### src/rtl/rot_pkg.sv
// Shared types and defaults for the frame capture / rotation path.
package rot_pkg;

    localparam int PIX_W     = 24;
    localparam int IMG_W_DEF = 640;
    localparam int IMG_H_DEF = 480;

    typedef enum logic [1:0] {
        ST_IDLE     = 2'd0,
        ST_FILL     = 2'd1,
        ST_HANDOFF  = 2'd2,
        ST_WAIT_ROT = 2'd3
    } state_t;

endpackage

### src/rtl/frame_addr_gen.sv
// Column/row counters and the linear frame-buffer write address.
module frame_addr_gen
    import rot_pkg::*;
#(
    parameter int IMG_W  = IMG_W_DEF,
    parameter int IMG_H  = IMG_H_DEF,
    parameter int ADDR_W = 19,
    parameter int COL_W  = $clog2(IMG_W + 1),
    parameter int ROW_W  = $clog2(IMG_H + 1)
) (
    input  logic              Clk_in,
    input  logic              Rst_n_in,
    input  logic              i_clr,
    input  logic              i_inc,
    input  logic              i_line_adv,
    output logic [COL_W-1:0]  o_col,
    output logic [ADDR_W-1:0] o_addr,
    output logic              o_line_full,
    output logic              o_last_line
);

    localparam logic [ADDR_W-1:0] LAST_ADDR = ADDR_W'(IMG_W * IMG_H - 1);

    logic [COL_W-1:0]  r_col;
    logic [ROW_W-1:0]  r_row;
    logic [ADDR_W-1:0] r_addr;
    logic [COL_W-1:0]  w_col_inc;
    logic [ADDR_W-1:0] w_addr_inc;

    assign w_col_inc  = r_col + COL_W'(i_inc);
    // Saturate at the final pixel so the counter never leaves the frame.
    assign w_addr_inc = (i_inc && (r_addr != LAST_ADDR)) ?
                        r_addr + ADDR_W'(1) : r_addr;

    always_ff @(posedge Clk_in or negedge Rst_n_in) begin
        if (!Rst_n_in) begin
            r_col  <= '0;
            r_row  <= '0;
            r_addr <= '0;
        end else if (i_clr) begin
            r_col  <= '0;
            r_row  <= '0;
            r_addr <= '0;
        end else if (i_line_adv) begin
            r_col <= '0;
            r_row <= r_row + ROW_W'(1);
            // Next line base is (row+1)*IMG_W, reached by skipping the rest.
            if (!o_last_line)
                r_addr <= w_addr_inc + (ADDR_W'(IMG_W) - ADDR_W'(w_col_inc));
            else
                r_addr <= w_addr_inc;
        end else if (i_inc) begin
            r_col  <= w_col_inc;
            r_addr <= w_addr_inc;
        end
    end

    assign o_col       = r_col;
    assign o_addr      = r_addr;
    assign o_line_full = (r_col == COL_W'(IMG_W));
    assign o_last_line = (r_row == ROW_W'(IMG_H - 1));

endmodule

### src/rtl/frame_write_ctrl.sv
// Frame capture sequencer with rotation-engine handshake.
// Optional LINE_CHECK_EN adds a sticky line-length error flag.
module frame_write_ctrl
    import rot_pkg::*;
#(
    parameter int IMG_W  = IMG_W_DEF,
    parameter int IMG_H  = IMG_H_DEF,
    parameter int ADDR_W = 19
) (
    input  logic              Clk_in,
    input  logic              Rst_n_in,
    input  logic              pixel_ready,
    input  logic              pixel_valid,
    input  logic              line_end,
    input  logic [PIX_W-1:0]  pixel_data,
    input  logic              rot_busy,
    output logic              wr_en,
    output logic [ADDR_W-1:0] wr_addr,
    output logic [PIX_W-1:0]  wr_data,
    output logic              rot_start,
    output logic              frame_done,
    output logic              busy,
    output logic              line_err
);

    localparam int COL_W = $clog2(IMG_W + 1);

    state_t            r_state;
    logic              r_ready_q;
    logic              r_seen_busy;
    logic              r_wr_en;
    logic [ADDR_W-1:0] r_wr_addr;
    logic [PIX_W-1:0]  r_wr_data;
    logic              r_rot_start;

    logic              w_rise;
    logic              w_start;
    logic              w_fill;
    logic              w_wr;
    logic              w_adv;
    logic [COL_W-1:0]  w_col;
    logic [ADDR_W-1:0] w_addr;
    logic              w_line_full;
    logic              w_last_line;

    assign w_rise  = pixel_ready & ~r_ready_q;
    assign w_start = (r_state == ST_IDLE) & w_rise & ~rot_busy;
    assign w_fill  = (r_state == ST_FILL) & pixel_ready;
    assign w_wr    = w_fill & pixel_valid & ~w_line_full;
    assign w_adv   = w_fill & line_end;

    frame_addr_gen #(
        .IMG_W  (IMG_W),
        .IMG_H  (IMG_H),
        .ADDR_W (ADDR_W)
    ) u_addr (
        .Clk_in      (Clk_in),
        .Rst_n_in    (Rst_n_in),
        .i_clr       (w_start),
        .i_inc       (w_wr),
        .i_line_adv  (w_adv),
        .o_col       (w_col),
        .o_addr      (w_addr),
        .o_line_full (w_line_full),
        .o_last_line (w_last_line)
    );

    always_ff @(posedge Clk_in or negedge Rst_n_in) begin
        if (!Rst_n_in) begin
            r_state     <= ST_IDLE;
            r_ready_q   <= 1'b0;
            r_seen_busy <= 1'b0;
        end else begin
            r_ready_q   <= pixel_ready;
            r_seen_busy <= (r_state == ST_WAIT_ROT) & (r_seen_busy | rot_busy);
            unique case (r_state)
                ST_IDLE: begin
                    if (w_start)
                        r_state <= ST_FILL;
                end
                ST_FILL: begin
                    if (!pixel_ready)
                        r_state <= ST_IDLE;
                    else if (w_adv && w_last_line)
                        r_state <= ST_HANDOFF;
                end
                ST_HANDOFF:  r_state <= ST_WAIT_ROT;
                ST_WAIT_ROT: begin
                    if (r_seen_busy && !rot_busy)
                        r_state <= ST_IDLE;
                end
                default:     r_state <= ST_IDLE;
            endcase
        end
    end

    always_ff @(posedge Clk_in or negedge Rst_n_in) begin
        if (!Rst_n_in) begin
            r_wr_en     <= 1'b0;
            r_wr_addr   <= '0;
            r_wr_data   <= '0;
            r_rot_start <= 1'b0;
        end else begin
            r_wr_en     <= w_wr;
            r_rot_start <= w_adv & w_last_line;
            if (w_wr) begin
                r_wr_addr <= w_addr;
                r_wr_data <= pixel_data;
            end
        end
    end

`ifdef LINE_CHECK_EN
    logic r_line_err;
    logic w_col_done;
    logic w_err_set;

    // Column count as it will stand after this cycle's write, if any.
    assign w_col_done = w_line_full |
                        (pixel_valid & (w_col == COL_W'(IMG_W - 1)));
    assign w_err_set  = w_fill & ((pixel_valid & w_line_full) |
                                  (line_end & ~w_col_done));

    always_ff @(posedge Clk_in or negedge Rst_n_in) begin
        if (!Rst_n_in)
            r_line_err <= 1'b0;
        else if (w_start)
            r_line_err <= 1'b0;
        else if (w_err_set)
            r_line_err <= 1'b1;
    end

    assign line_err = r_line_err;
`else
    logic w_unused_col;
    assign w_unused_col = ^w_col;
    assign line_err     = 1'b0;
`endif

    assign wr_en      = r_wr_en;
    assign wr_addr    = r_wr_addr;
    assign wr_data    = r_wr_data;
    assign rot_start  = r_rot_start;
    assign frame_done = r_rot_start;
    assign busy       = (r_state != ST_IDLE);

endmodule

### config.mk
export PLATFORM = sky130hd
export DESIGN_NAME = frame_write_ctrl
export DESIGN_NICKNAME = d
export VERILOG_FILES = /design/src/rtl/rot_pkg.sv /design/src/rtl/frame_addr_gen.sv /design/src/rtl/frame_write_ctrl.sv
export SDC_FILE = /design/constraint.sdc
export NUM_CORES = 1
export LEC_CHECK = 0
export BUFFER_PORTS_ARGS = -buffer_cell sky130_fd_sc_hd__buf_2
export CORE_MARGIN = 5
export CORE_UTILIZATION = 25
export CTS_CLUSTER_SIZE = 12
export DETAILED_ROUTE_END_ITERATION = 10
export PLACE_DENSITY_LB_ADDON = 0.25
export SETUP_SLACK_MARGIN = 0.15
export SLEW_MARGIN = 20
export SYNTH_ARGS = -nofsm -noshare
export SYNTH_HDL_FRONTEND = slang
export SYNTH_SLANG_ARGS = --single-unit
export TNS_END_PERCENT = 50
### constraint.sdc
create_clock -name Clk_in -period 7.1 [get_ports Clk_in]
set_clock_uncertainty 0.15 [all_clocks]
set_input_delay 0.71 -clock Clk_in [delete_from_list [all_inputs] [get_ports Clk_in]]
set_output_delay 0.71 -clock Clk_in [all_outputs]
set_load 0.005 [all_outputs]
=== Yosys cells after proc, flatten, opt, wreduce, memory -nomap -nowiden ===
Cells that the tools add are included.

* Reductions and logical operators: 9
* Equality and inequality tests: 9
* Add/sub/neg operators: 5
* Muxes and demuxes: 15
* Bitwise operators: 13

{| class="wikitable"
|+ Operators with widths
! kind !! count
|-
| $mux W19 || 5
|-
| $mux W10 || 3
|-
| $add A19 B1 Y19 const B || 1
|-
| $add A19 B19 Y19 || 1
|-
| $ne A19 B19 Y1 const B || 1
|-
| $mux W9 || 2
|-
| $sub A10 B10 Y11 const A || 1
|-
| $add A10 B1 Y10 || 1
|-
| $eq A10 B10 Y1 const B || 1
|-
| $add A9 B1 Y9 const B || 1
|-
| $and A1 B1 Y1 || 9
|-
| $eq A9 B9 Y1 const B || 1
|-
| $mux W2 || 4
|-
| $pmux W2 S4 || 1
|-
| $eq A2 B2 Y1 const B || 2
|-
| $ne A2 B1 Y1 const B || 2
|-
| $reduce_bool A2 Y1 || 2
|-
| $logic_and A1 B1 Y1 || 3
|-
| $ne A3 B2 Y1 const B || 1
|-
| $not A1 Y1 || 3
|-
| $reduce_and A3 Y1 || 1
|-
| $reduce_bool A3 Y1 || 1
|-
| $eq A2 B1 Y1 const B || 1
|-
| $logic_not A2 Y1 || 1
|-
| other kinds (2) || 2
|}

* Input port bits: 30
* Bits in registers: 87
* Output and inout port bits: 48

=== Depth between registers and ports, before layout ===
Gate-level depths: netlist (run 1).

* Depth after elaboration: 10
* Depth in mapped cells: 26

=== Hierarchy ===
A second synthesis (run 1) with hierarchy kept.

* Cell total of the unflattened synthesis: 549
* Area, all modules: 5684.2 um2

{| class="wikitable"
|+ By module, submodules not included
! module !! cells each !! area an instance (um2) !! instances
|-
| frame_addr_gen || 432 || 3607.2 || 1
|-
| frame_write_ctrl || 117 || 2077.0 || 1
|}

=== Least setup slack after synthesis (run 1) ===
Ideal clock, no wire load.

* Path kind: in2reg
* Start: in pixel_ready
* End: reg u_addr.r_addr[18], in the netlist u_addr.o_addr[18]
* Data required time: 6.874 ns
* Data arrival time: 5.535 ns
* Stages on the path: 25
* Path slack: 1.338 ns
* Cell sequence: and3b_1 -> inv_1 -> nor2_1 -> buf_1 -> clkbuf_1 -> ha_1 -> ha_1 -> buf_1 -> and3_1 -> clkbuf_1 -> xnor2_1 -> nand3_1 -> a21oi_1 -> o21ai_0 -> xor2_1 -> ha_1 -> a211oi_1 -> o31ai_1 -> o211ai_1 -> o21ai_1 -> a21oi_1 -> o2111ai_1 -> and3_1 -> o31a_1 -> o21ai_1

* Longest elaborated chain between the ends: 9
* Elaborated cells on any way between the ends: 17

{| class="wikitable"
|+ Ends and longest elaborated chain
! what !! RTL line !! source
|-
| start, declared || frame_write_ctrl.sv:12 || <nowiki>input logic pixel_ready,</nowiki>
|-
| $and A1 B1 Y1 * || frame_write_ctrl.sv:48 || <nowiki>assign w_fill = (r_state == ST_FILL) & pixel_ready;</nowiki>
|-
| $and A1 B1 Y1 * (2 in a row) || frame_write_ctrl.sv:49 || <nowiki>assign w_wr = w_fill & pixel_valid & ~w_line_full;</nowiki>
|-
| named net u_addr.i_inc || frame_addr_gen.sv:14 || <nowiki>input logic i_inc,</nowiki>
|-
| $add A10 B1 Y10 / $logic_and A1 B1 Y1 (equally long branches) || frame_addr_gen.sv:30, frame_addr_gen.sv:32 ||
|-
| $sub A10 B10 Y11 / $mux W19 (equally long branches) || frame_addr_gen.sv:49, frame_addr_gen.sv:32 ||
|-
| $add A19 B19 Y19 || frame_addr_gen.sv:49 || <nowiki>r_addr <= w_addr_inc + (ADDR_W'(IMG_W) - ADDR_W'(w_col_inc));</nowiki>
|-
| $mux W19 || frame_addr_gen.sv:48 || <nowiki>if (!o_last_line)</nowiki>
|-
| $mux W19 || frame_addr_gen.sv:44 || <nowiki>end else if (i_line_adv) begin</nowiki>
|-
| $mux W19 || frame_addr_gen.sv:40 || <nowiki>end else if (i_clr) begin</nowiki>
|-
| end signal, assigned || frame_addr_gen.sv:49 ||
|-
| end signal, assigned || frame_addr_gen.sv:51 || <nowiki>r_addr <= w_addr_inc;</nowiki>
|-
| end signal, assigned || frame_addr_gen.sv:54 || <nowiki>r_addr <= w_addr_inc;</nowiki>
|-
| end, declared || frame_addr_gen.sv:26 || <nowiki>logic [ADDR_W-1:0] r_addr;</nowiki>
|}

Mark *: on every way through the listed nets, which the timed path passes. The rest lies on a longest branch. The select of a mux whose other input is x is not followed.
A chain may end at the register's enable or synchronous reset.

=== Worst setup path in the final report (run 1) ===
* Start: reg u_addr.r_col[2], in the netlist u_addr.o_col[2]
* End: reg u_addr.r_addr[18], in the netlist u_addr.o_addr[18]

* Longest elaborated chain between the ends: 9
* Elaborated cells on any way between the ends: 13

{| class="wikitable"
|+ Ends and longest elaborated chain
! what !! RTL line !! source
|-
| start, declared || frame_addr_gen.sv:24 || <nowiki>logic [COL_W-1:0] r_col;</nowiki>
|-
| start signal, assigned || frame_addr_gen.sv:53 || <nowiki>r_col <= w_col_inc;</nowiki>
|-
| $eq A10 B10 Y1 || frame_addr_gen.sv:60 || <nowiki>assign o_line_full = (r_col == COL_W'(IMG_W));</nowiki>
|-
| $not A1 Y1 || frame_write_ctrl.sv:49 ||
|-
| $and A1 B1 Y1 || frame_write_ctrl.sv:49 ||
|-
| $add A10 B1 Y10 / $logic_and A1 B1 Y1 (equally long branches) || frame_addr_gen.sv:30, frame_addr_gen.sv:32 ||
|-
| $sub A10 B10 Y11 / $mux W19 (equally long branches) || frame_addr_gen.sv:49, frame_addr_gen.sv:32 ||
|-
| $add A19 B19 Y19 || frame_addr_gen.sv:49 ||
|-
| $mux W19 || frame_addr_gen.sv:48 ||
|-
| $mux W19 || frame_addr_gen.sv:44 ||
|-
| $mux W19 || frame_addr_gen.sv:40 ||
|}

Several ways; a longest one is shown, not always the timed one. The select of a mux whose other input is x is not followed.

==> results of run 1 <==
==> cell families (layout without fill, tap and decap cells) <==
group / count (synthesis) / after routing / synth area share
simple gates: 189 / 189 / 0.1775
compound gates: 120 / 120 / 0.1427
flops: 87 / 87 / 0.4070
xor+xnor: 52 / 52 / 0.08515
mux: 45 / 45 / 0.09450
buf+inv: 43 / 110 / 0.03485
fa+ha+maj: 24 / 24 / 0.05754
other cells: 1 / 1 / 0.0007011
==> power groups by stage <==
stage	logic (mW)	clock network, mW	registers [mW]
2_1_floorplan	0.128	0	0.605
3_3_place_gp	0.233	0	0.603
3_5_place_dp	0.236	0	0.607
4_1_cts	0.237	0.520	0.598
5_1_grt	0.260	0.543	0.606
6_report	0.232	0.506	0.597
==> cells in the final DEF, fill, tap and decap left out, types with 5 or more instances in the layout <==
cell type	netlist	layout
xnor2_1	28	28
inv_1	15	15
and3_1	11	11
a21oi_1	30	30
nor3_1	13	13
clkbuf_16	0	9
buf_2	5	75
nand4_1	9	9
and2_1	7	7
nor2_1	41	40
nand2_1	58	58
o21ai_1	18	18
o31ai_1	6	6
ha_1	23	23
dfrtp_1	87	87
a221o_1	5	5
mux2_2	43	43
nand3_1	14	14
xor2_1	24	24
nor4_1	5	5
o21ai_0	24	24
==> metrics by stage <==
step / hold slack [ns] / util / instance area, um^2
after global placement: 0.3350 / 0.2839 / 5968
after global routing: 0.3325 / 0.2994 / 6295
after floorplan: 0.2644 / - / 5349
after detailed placement: 0.3402 / 0.2839 / 5968
final: 0.3376 / 0.2994 / 6295
after CTS: 0.3317 / 0.2993 / 6291
==> per-layer routing <==
metal  share of wire  track usage  routed length, um
met5               0            0                  0
met4           0.023      0.04876                334
met3           0.055      0.02765                788
met2            0.48       0.1924               6886
met1            0.44       0.1502               6278
==> critical path, delay by kind of cell, from the launching register on <==
family,cells,cell delay (ns)
simple gates,5,1.13
xor+xnor,2,0.35
compound gates,11,2.23
flops,1,0.55
fa+ha+maj,3,0.99
==> registers in the layout, indices dropped and copies added, names as in the netlist, named ones only <==
name / cells
wr_data: 24
u_addr.o_addr: 19
wr_addr: 19
u_addr.o_col: 10
u_addr.r_row: 9
frame_done: 1
r_ready_q: 1
r_seen_busy: 1
r_state: 1
wr_en: 1
==> Yosys cell counts (all sizes together), types with 7 or more instances <==
cell type	n
nor3	14
o21ai	43
nor2	41
clkbuf	16
nand4	10
and3	11
xnor2	28
mux2	44
nand3	15
a21oi	30
inv	15
xor2	24
buf	12
nand2	59
and2	7
dfrtp	87
ha	23
==> final timing paths <==
check / start / endpoint / slack, ns
worst max register to register: u_addr.o_col[2] / u_addr.o_addr[18] / 1.63
max in group asynchronous: Rst_n_in / wr_addr[9] / 5.32
worst max-delay path: u_addr.o_col[2] / u_addr.o_addr[18] / 1.63
worst min-delay path: pixel_ready / r_ready_q / 0.34
min in group asynchronous: Rst_n_in / wr_data[12] / 0.55
worst min register to register: wr_data[6] / wr_data[6] / 0.35
==> area by class of cell <==
cell class                      count  area, um^2  area share
Clock buffer                       10       239.0     0.03796
Sequential cell                    87        2177      0.3459
Timing Repair Buffer               79       411.6     0.06539
Tap cell                          275       344.1     0.05466
Inverter                           15       56.30    0.008945
Multi-Input combinational cell    431        2993      0.4755
Clock inverter                      6       73.82     0.01173
==> impl_metrics.csv, run 1 <==
group,metric,value,unit
status,status,"complete, no violations",
floorplanning,core_area,0.02102,mm^2
critical_path,reg2reg_depth,21,
timing,worst_pin_slew,1.037,ns
cells_and_area,diodes,0,
floorplanning,start_util,0.2544,
clock_tree,htree_levels,3,
logic_synthesis,syn_area_per_cell,9.535,um^2
route,drt_first_pass_iters,6,
clock_tree,cts_hold_buffers,1,
route,wl,14290,um
pwr,peakVddDrop,89.17,uV
critical_path,required,7.23,ns
grt,grt_max_degree,83,
logic_synthesis,synth_top_area_frac,0.4070,
grt,antenna_found_initial,0,
clock_tree,clk_path_buf_depth,2,
cells_and_area,fin_cells,903,
pwr,p_leak,2.932,nW
critical_path,cp-end-kind,"flip-flop",
grt,grtUsageTotal,0.1179,
route,drt_iter0_drc,281,
cells_and_area,layout.nets,677,
timing,relSlewSlack,0.3058,
logic_synthesis,synth_top_area_cell,"dfrtp_1",
grt,grt_pass1_wl,23100,um
floorplanning,dieArea,0.02442,mm^2
pwr,pwr-share-seq,0.447,
pwr,power_density,212.1,mW/mm^2
critical_path,path_common_cell,"ha_1",
logic_synthesis,ys_ff_latch,87,
pwr,pwr-share-comb,0.174,
critical_path,slowest_stage,"dfrtp_1",
place,dp.cells,886,
clock_tree,clk-insertion-delay-late,0.35,ns
logic_synthesis,ys_seq_area_frac,0.4070,
route,drc,0,
place,dp_hpwl,10130,um
timing,finalMaxSlewViolations,0,
pwr,power.internal,962.9,uW
critical_path,crit_path_max_fanout,13,
timing,fmaxAchievable,0.1830,GHz
logic_synthesis,yosysWarnings,0,
cells_and_area,syn_to_final_growth,17.68,%
job,maxCapViolations,0,
pwr,power.total,1.335,mW
place,numPortBuffers,76,
min_path,hp-class,"in2reg",
timing,tns,0,ns
pwr,sw_frac_of_total,0.2789,
route,viasPerCell,4.884,
critical_path,critPathLaunchType,"flip-flop",
logic_synthesis,synth_fp_nets,615,
grt,grt_pass1_vias,4472,
critical_path,worstPathArrival,5.60,ns
route,drtAntennaViolNets,0,
floorplanning,die_w,156.3,um
timing,final.setup.worst_slack,1.634,ns
route,vias,4410,
logic_synthesis,synth_edf_count,0,
pwr,switchingPower,372.4,uW
clock_tree,tritoncts,"done",
clock_tree,numClockSinks,87,
min_path,hold_depth,1,
timing,min_period_over_period,0.7698,
timing,rsz0062_at_grt,"no",
logic_synthesis,postSynthCellCount,561,
logic_synthesis,synth_async_sr_flop_share,1.000,
logic_synthesis,yosys-top-cells-area,"dfrtp_1 41%, mux2_2 9.1%, ha_1 5.4%, xnor2_1 4.6%, nand2_1 4.1%",
logic_synthesis,synth.distinct_cells,64,
logic_synthesis,synth_ff_type,"dfrtp_1",
cells_and_area,drive_gt1_frac,0.2357,
clock_tree,cts_inserted_buffers,9,
critical_path,path_class,"reg2reg",
critical_path,crit_chain,"nor4_1 > a41o_1 > nor2_4 > ha_1 > ha_1 > and3_1 > xnor2_1 > nand3_1 > a21oi_1 > o21ai_0 > xor2_1 > ha_1 > a211oi_1 > o31ai_1 > o211ai_1 > o21ai_1 > a21oi_1 > o2111ai_1 > and3_1 > o31a_1 > o21ai_1",
critical_path,max_stage_delay,0.55,ns
timing,fin_crit,5.466,ns
logic_synthesis,netlist_area,0.005349,mm^2
route,wl_per_cell,15.82,um
clock_tree,ctsResizeCount,0,
place,pre_cts_slack,1.674,ns
floorplanning,die_h,156.3,um
clock_tree,path_clk_slew,0.07,ns
place,place_congestion,0.8512,
clock_tree,post_cts_buffers,0,
timing,hold_viol,0,
floorplanning,ios,78,
clock_tree,cts-root-buf,"clkbuf_16",
cells_and_area,n_fill_cell,2168,
floorplanning,rows,53,
pwr,p_clk_frac,0.379,
grt,grt-ovfl-total,0,
timing,setup_violations,0,
No activity file was read; power rests on OpenSTA's default activity.
==> inputs of run 2 (changes only) <==
==> constraint.sdc (replaced) <==
create_clock -name Clk_in -period 4.6 [get_ports Clk_in]
set_clock_uncertainty 0.15 [all_clocks]
set_input_delay 0.46 -clock Clk_in [delete_from_list [all_inputs] [get_ports Clk_in]]
set_output_delay 0.46 -clock Clk_in [all_outputs]
set_load 0.005 [all_outputs]
==> impl_metrics.csv, run 2 (synthesis gave the netlist of run 1 again) <==
group,metric,value,unit
status,status,"finished with violations",
timing,fin_crit,4.431,ns
cells_and_area,diodes,0,
floorplanning,core_area,0.02102,mm^2
timing,finalMaxSlewViolations,0,
route,drc,0,
critical_path,reg2reg_slack,0.17,ns
critical_path,required,4.73,ns
critical_path,worstPathArrival,4.56,ns
critical_path,path_buf_inv,0,
route,viasPerCell,4.753,
critical_path,slowest_stage,"or4_4",
floorplanning,rows,53,
critical_path,crit_chain,"nor2b_1 > a41o_1 > nor2_4 > ha_4 > ha_4 > nand2_1 > nor2_2 > o21ai_4 > or4_4 > o21ai_2 > xnor2_1 > ha_1 > nor3_2 > o31ai_1 > o211ai_1 > o21ai_2 > nand2_1 > a311o_1 > and3_4 > o31a_1 > o21ai_1",
place,dp_hpwl,10200,um
clock_tree,cts-root-buf,"clkbuf_16",
pwr,p_leak,3.184,nW
route,drtAntennaViolNets,0,
clock_tree,clk-insertion-delay-late,0.35,ns
timing,rsz0062_at_grt,"yes",
floorplanning,die_h,156.3,um
clock_tree,htree_levels,3,
min_path,hp-class,"in2async",
floorplanning,dieArea,0.02442,mm^2
critical_path,worstSetupPathDepth,21,
timing,tns,0,ns
grt,grt_pass1_wl,22530,um
clock_tree,path_clk_slew,0.07,ns
timing,min_period_over_period,0.9632,
critical_path,crit_start,"u_addr.o_col[9]",
cells_and_area,drive_gt1_frac,0.3279,
clock_tree,cts_hold_buffers,0,
critical_path,critPathLaunchType,"flip-flop",
status,violations,"hold timing",
pwr,power_density,310.9,mW/mm^2
route,wl,14260,um
critical_path,cp-end-kind,"flip-flop",
critical_path,max_stage_delay,0.42,ns
timing,worst_pin_slew,1.085,ns
place,place_congestion,0.8552,
floorplanning,ios,78,
clock_tree,cts_inserted_buffers,9,
grt,grt_max_degree,53,
critical_path,rr_endpoint,"u_addr.o_addr[18]",
route,drt_first_pass_iters,4,
critical_path,worstSetupEndpoint,"u_addr.o_addr[18]",
route,vias,4496,
critical_path,crit_family,"compound AO/OA/AOI/OAI gates",
critical_path,timing.rr.start,"u_addr.o_col[9]",
floorplanning,start_util,0.2544,
timing,setup_violations,0,
cells_and_area,final_common_cell,"dfrtp_1",
grt,grtUsageTotal,0.1152,
cells_and_area,largest_reg_flops,24,
clock_tree,numClockSinks,87,
cells_and_area,syn_to_final_growth,27.09,%
timing,relSlewSlack,0.2739,
route,drt_iter0_drc,231,
cells_and_area,layout.nets,720,
timing,fmaxAchievable,0.2257,GHz
grt,grt_pass1_vias,4199,
critical_path,reg2reg_depth,21,
cells_and_area,utilization,0.3234,
timing,whs,-0.01299,ns
floorplanning,die_w,156.3,um
timing,hold_viol,12,
critical_path,path_class,"reg2reg",
job,maxCapViolations,0,
critical_path,crit_path_max_fanout,7,
clock_tree,tritoncts,"done",
cells_and_area,layout_common_cells,"87 x dfrtp_1, 75 x buf_2, 57 x nand2_1",
clock_tree,clk_path_buf_depth,2,
pwr,power.total,2.114,mW
grt,antenna_found_initial,0,
pwr,peakVddDrop,140.6,uV
route,wl_per_cell,15.08,um
place,numPortBuffers,76,
grt,grt-ovfl-total,0,
[run 2: cell types whose count changed in the layout (fill, tap and decap cells not counted), moves of 3 or more]
| cell | before | now |
|---|---|---|
| ha_4 | 0 | 3 |
| ha_1 | 23 | 20 |
| a21oi_2 | 0 | 7 |
| o21ai_0 | 24 | 20 |
| buf_4 | 2 | 47 |
| nor3_1 | 13 | 9 |
| o21ai_2 | 1 | 4 |
| a21oi_1 | 30 | 23 |
[run 2: metal layers]
| metal | vias to the layer above | track usage | share of wire | wire length, um |
|---|---|---|---|---|
| met5 | - | 0 | 0 | 0 |
| li1 | 2225 | - | - | - |
| met3 | 16 | 0.01908 | 0.041 | 586 |
| met4 | 0 | 0.04174 | 0.018 | 255 |
| met2 | 105 | 0.1740 | 0.44 | 6345 |
| met1 | 2150 | 0.1660 | 0.50 | 7074 |
[run 2: worst min path at each step]
stage	from	endpoint	cells past startpoint
final	Rst_n_in	wr_data[13]	1
after CTS	Rst_n_in	wr_data[13]	1
after floorplan	Rst_n_in	async pin	0
after detailed placement	wr_data[14]	wr_data[14]	1
after global placement	wr_data[18]	wr_data[18]	1
after global routing	Rst_n_in	wr_data[13]	1
[run 2: area by class of cell]
class,instances,area (um^2)
clock buffers,12,266.5
well taps,275,344.1
fillers,2166,14220
flip-flops and latches,87,2177
clock inverters,4,58.81
multi-input cells,431,3164
inverters,15,58.81
repair buffers,122,728.2
[run 2: worst register-to-register path, stage by stage, from the launching register on]
cell	delay [ns]
dfrtp_1	0.40
nor2b_1	0.16
a41o_1	0.27
nor2_4	0.13
ha_4	0.17
ha_4	0.19
nand2_1	0.10
nor2_2	0.18
o21ai_4	0.10
or4_4	0.42
o21ai_2	0.07
xnor2_1	0.09
ha_1	0.35
nor3_2	0.07
o31ai_1	0.22
o211ai_1	0.14
o21ai_2	0.19
nand2_1	0.07
a311o_1	0.36
and3_4	0.15
o31a_1	0.27
o21ai_1	0.10
[run 2: per-stage QoR]
step | cell area, um^2 | instances | worst slack, ns | hold WS (ns)
2_1_floorplan | 5446 | 561 | -0.07261 | 0.01441
3_3_place_gp | 6296 | 922 | 0.07277 | 0.3344
3_5_place_dp | 6296 | 922 | 0.001260 | 0.3411
4_1_cts | 6705 | 941 | 0.06314 | 0.02559
5_1_grt | 6798 | 946 | -0.03803 | 0.05818
6_report | 6798 | 946 | 0.1693 | -0.01299
[run 2: where the power goes]
part	switching (mW)	total [mW]	internal, mW
registers	0.0562	0.914	0.858
logic	0.187	0.393	0.206
clock network	0.333	0.806	0.473
[run 2: timing repair]
item / in CTS / in global routing
endpoints found under the setup margin: 4 / 5
gates resized for setup: 14 / 13
pin swaps: 10 / 8
buffers inserted: 3 / 5
==> inputs of run 3 (changes only) <==
--- a/config.mk
+++ b/config.mk
@@ -7,7 +7,7 @@
 export LEC_CHECK = 0
 export BUFFER_PORTS_ARGS = -buffer_cell sky130_fd_sc_hd__buf_2
 export CORE_MARGIN = 5
-export CORE_UTILIZATION = 25
+export CORE_UTILIZATION = 52
 export CTS_CLUSTER_SIZE = 12
 export DETAILED_ROUTE_END_ITERATION = 10
 export PLACE_DENSITY_LB_ADDON = 0.25
==> impl_metrics.csv, run 3 (synthesis gave the netlist of run 1 again) <==
group,metric,value,unit
min_path,whs_endpoint,"r_ready_q",
timing,finalMaxSlewViolations,0,
floorplanning,dieArea,0.01241,mm^2
route,wl_per_cell,16.52,um
cells_and_area,final_common_cell,"dfrtp_1",
grt,grt_pass1_wl,22140,um
place,dp_hpwl,9432,um
clock_tree,clk_path_buf_depth,2,
route,drc,0,
floorplanning,start_util,0.5252,
clock_tree,htree_levels,3,
critical_path,worstPathArrival,4.72,ns
status,status,"complete, no violations",
timing,worst_pin_slew,1.013,ns
cells_and_area,layout.nets,723,
critical_path,timing.rr.start,"u_addr.o_col[3]",
floorplanning,ios,78,
pwr,peakVddDrop,172.9,uV
pwr,power_density,276.4,mW/mm^2
timing,hold_viol,0,
cells_and_area,largest_reg_flops,24,
critical_path,required,4.74,ns
min_path,hp-class,"in2reg",
clock_tree,numClockSinks,87,
clock_tree,cts_inserted_buffers,9,
critical_path,path_class,"reg2reg",
timing,fmaxAchievable,0.2184,GHz
cells_and_area,layout_common_cells,"87 x dfrtp_1, 75 x buf_2, 57 x nand2_1",
critical_path,reg2reg_slack,0.02,ns
min_path,hold_depth,1,
clock_tree,tritoncts,"done",
grt,grt_max_degree,52,
critical_path,path_common_cell,"ha_4",
timing,final.setup.worst_slack,0.02037,ns
critical_path,reg2reg_depth,21,
place,place_congestion,0.9656,
place,numPortBuffers,76,
place,pre_cts_slack,-0.03058,ns
route,drt_first_pass_iters,5,
grt,grt_pass1_vias,4691,
timing,relSlewSlack,0.3223,
route,viasPerCell,5.665,
route,drtAntennaViolNets,0,
critical_path,max_stage_delay,0.43,ns
clock_tree,cts-root-buf,"clkbuf_8",
timing,fin_crit,4.580,ns
grt,grtUsageTotal,0.2152,
route,vias,4589,
grt,grt-ovfl-total,0,
timing,min_period_over_period,0.9956,
cells_and_area,drive_gt1_frac,0.3457,
critical_path,cp-end-kind,"flip-flop",
route,wl,13380,um
cells_and_area,syn_to_final_growth,23.25,%
pwr,p_leak,3.171,nW
cells_and_area,diodes,0,
timing,rsz0062_at_grt,"yes",
min_path,worstHoldStart,"pixel_ready",
floorplanning,die_w,111.4,um
timing,setup_violations,0,
job,maxCapViolations,0,
critical_path,crit_chain,"nor4_4 > a41o_1 > nor2_4 > ha_4 > ha_4 > inv_4 > ha_4 > o21ai_4 > or4_4 > o21ai_2 > xnor2_1 > ha_2 > nor3_4 > o31ai_2 > o211ai_1 > o21ai_1 > nand2_1 > a311o_1 > and3_1 > o31a_1 > o21ai_2",
clock_tree,path_clk_slew,0.09,ns
timing,tns,0,ns
floorplanning,rows,37,
clock_tree,clk-insertion-delay-late,0.36,ns
grt,antenna_found_initial,0,
floorplanning,core_area,0.01018,mm^2
critical_path,slowest_stage,"or4_4",
critical_path,crit_path_max_fanout,4,
floorplanning,die_h,111.4,um
route,drt_iter0_drc,314,
critical_path,critPathLaunchType,"flip-flop",
critical_path,rr_endpoint,"u_addr.o_addr[18]",
## run 3: cell types whose count changed in the layout (fill, tap and decap cells not counted), moves of 2 or more
cell	change
a21oi_1	-2
buf_6	+2
clkbuf_16	-9
clkbuf_8	+7
ha_1	-2
ha_2	+2
o21ai_1	-3
o21ai_2	+3
xnor2_1	-2
xnor2_2	+2
## run 3: worst max-delay path, delay by kind of cell (launching register included)
family          cells  cell delay, ns
flops               1            0.42
fa+ha+maj           4            0.91
simple gates        6            1.14
xor+xnor            1            0.10
buf+inv             1            0.06
compound gates      9            1.73
## run 3: repair_timing
action                                  4_1_cts  5_1_grt
buffers inserted                              8       13
pin swaps                                    12       29
endpoints found under the setup margin        5       11
resized for setup                            11       35
endpoints found under the hold margin        36        0
hold buffers                                  1        0
## run 3: through the flow
stage / std cells / power [mW] / hold WS (ns) / util / area [um^2]
2_1_floorplan: 561 / 1.135 / 0.01441 / - / 5446
3_3_place_gp: 772 / 1.285 / 0.2993 / 0.5930 / 6040
3_5_place_dp: 772 / 1.299 / 0.3078 / 0.5930 / 6040
4_1_cts: 797 / 1.815 / 0.06221 / 0.6220 / 6335
5_1_grt: 810 / 1.931 / 0.06553 / 0.6473 / 6593
6_report: 810 / 1.822 / 0.07962 / 0.6473 / 6593
## run 3: worst max-delay path by stage
stage	from	slack (ns)	endpoint
2_1_floorplan	u_addr.o_col[0]	-0.07	u_addr.o_addr[18]
3_3_place_gp	u_addr.o_col[3]	0.13	u_addr.o_addr[18]
3_5_place_dp	u_addr.o_col[3]	-0.03	u_addr.o_addr[18]
4_1_cts	u_addr.o_col[1]	0.1	u_addr.o_addr[18]
5_1_grt	u_addr.o_col[3]	-0.18	u_addr.o_addr[18]
6_report	u_addr.o_col[3]	0.02	u_addr.o_addr[18]
## run 3: per-layer routing
layer | GRT usage | share of wire | vias to the layer above
li1 | - | - | 2226
met1 | 0.2824 | 0.44 | 2194
met2 | 0.3506 | 0.48 | 142
met3 | 0.04511 | 0.054 | 27
met4 | 0.08354 | 0.021 | 0
met5 | 0 | 0 | -
## run 3: power by group
group | internal [mW] | switching [mW] | total [mW]
combinational | 0.215 | 0.189 | 0.403
clock | 0.217 | 0.283 | 0.500
sequential | 0.857 | 0.0616 | 0.919
## run 3: layout make-up
type | count | area [um^2]
Clock inverter | 5 | 41.29
Multi-Input combinational cell | 431 | 3243
Tap cell | 136 | 170.2
Clock buffer | 11 | 141.4
Sequential cell | 87 | 2177
Inverter | 15 | 58.81
Fill cell | 850 | 3592
Timing Repair Buffer | 125 | 760.7
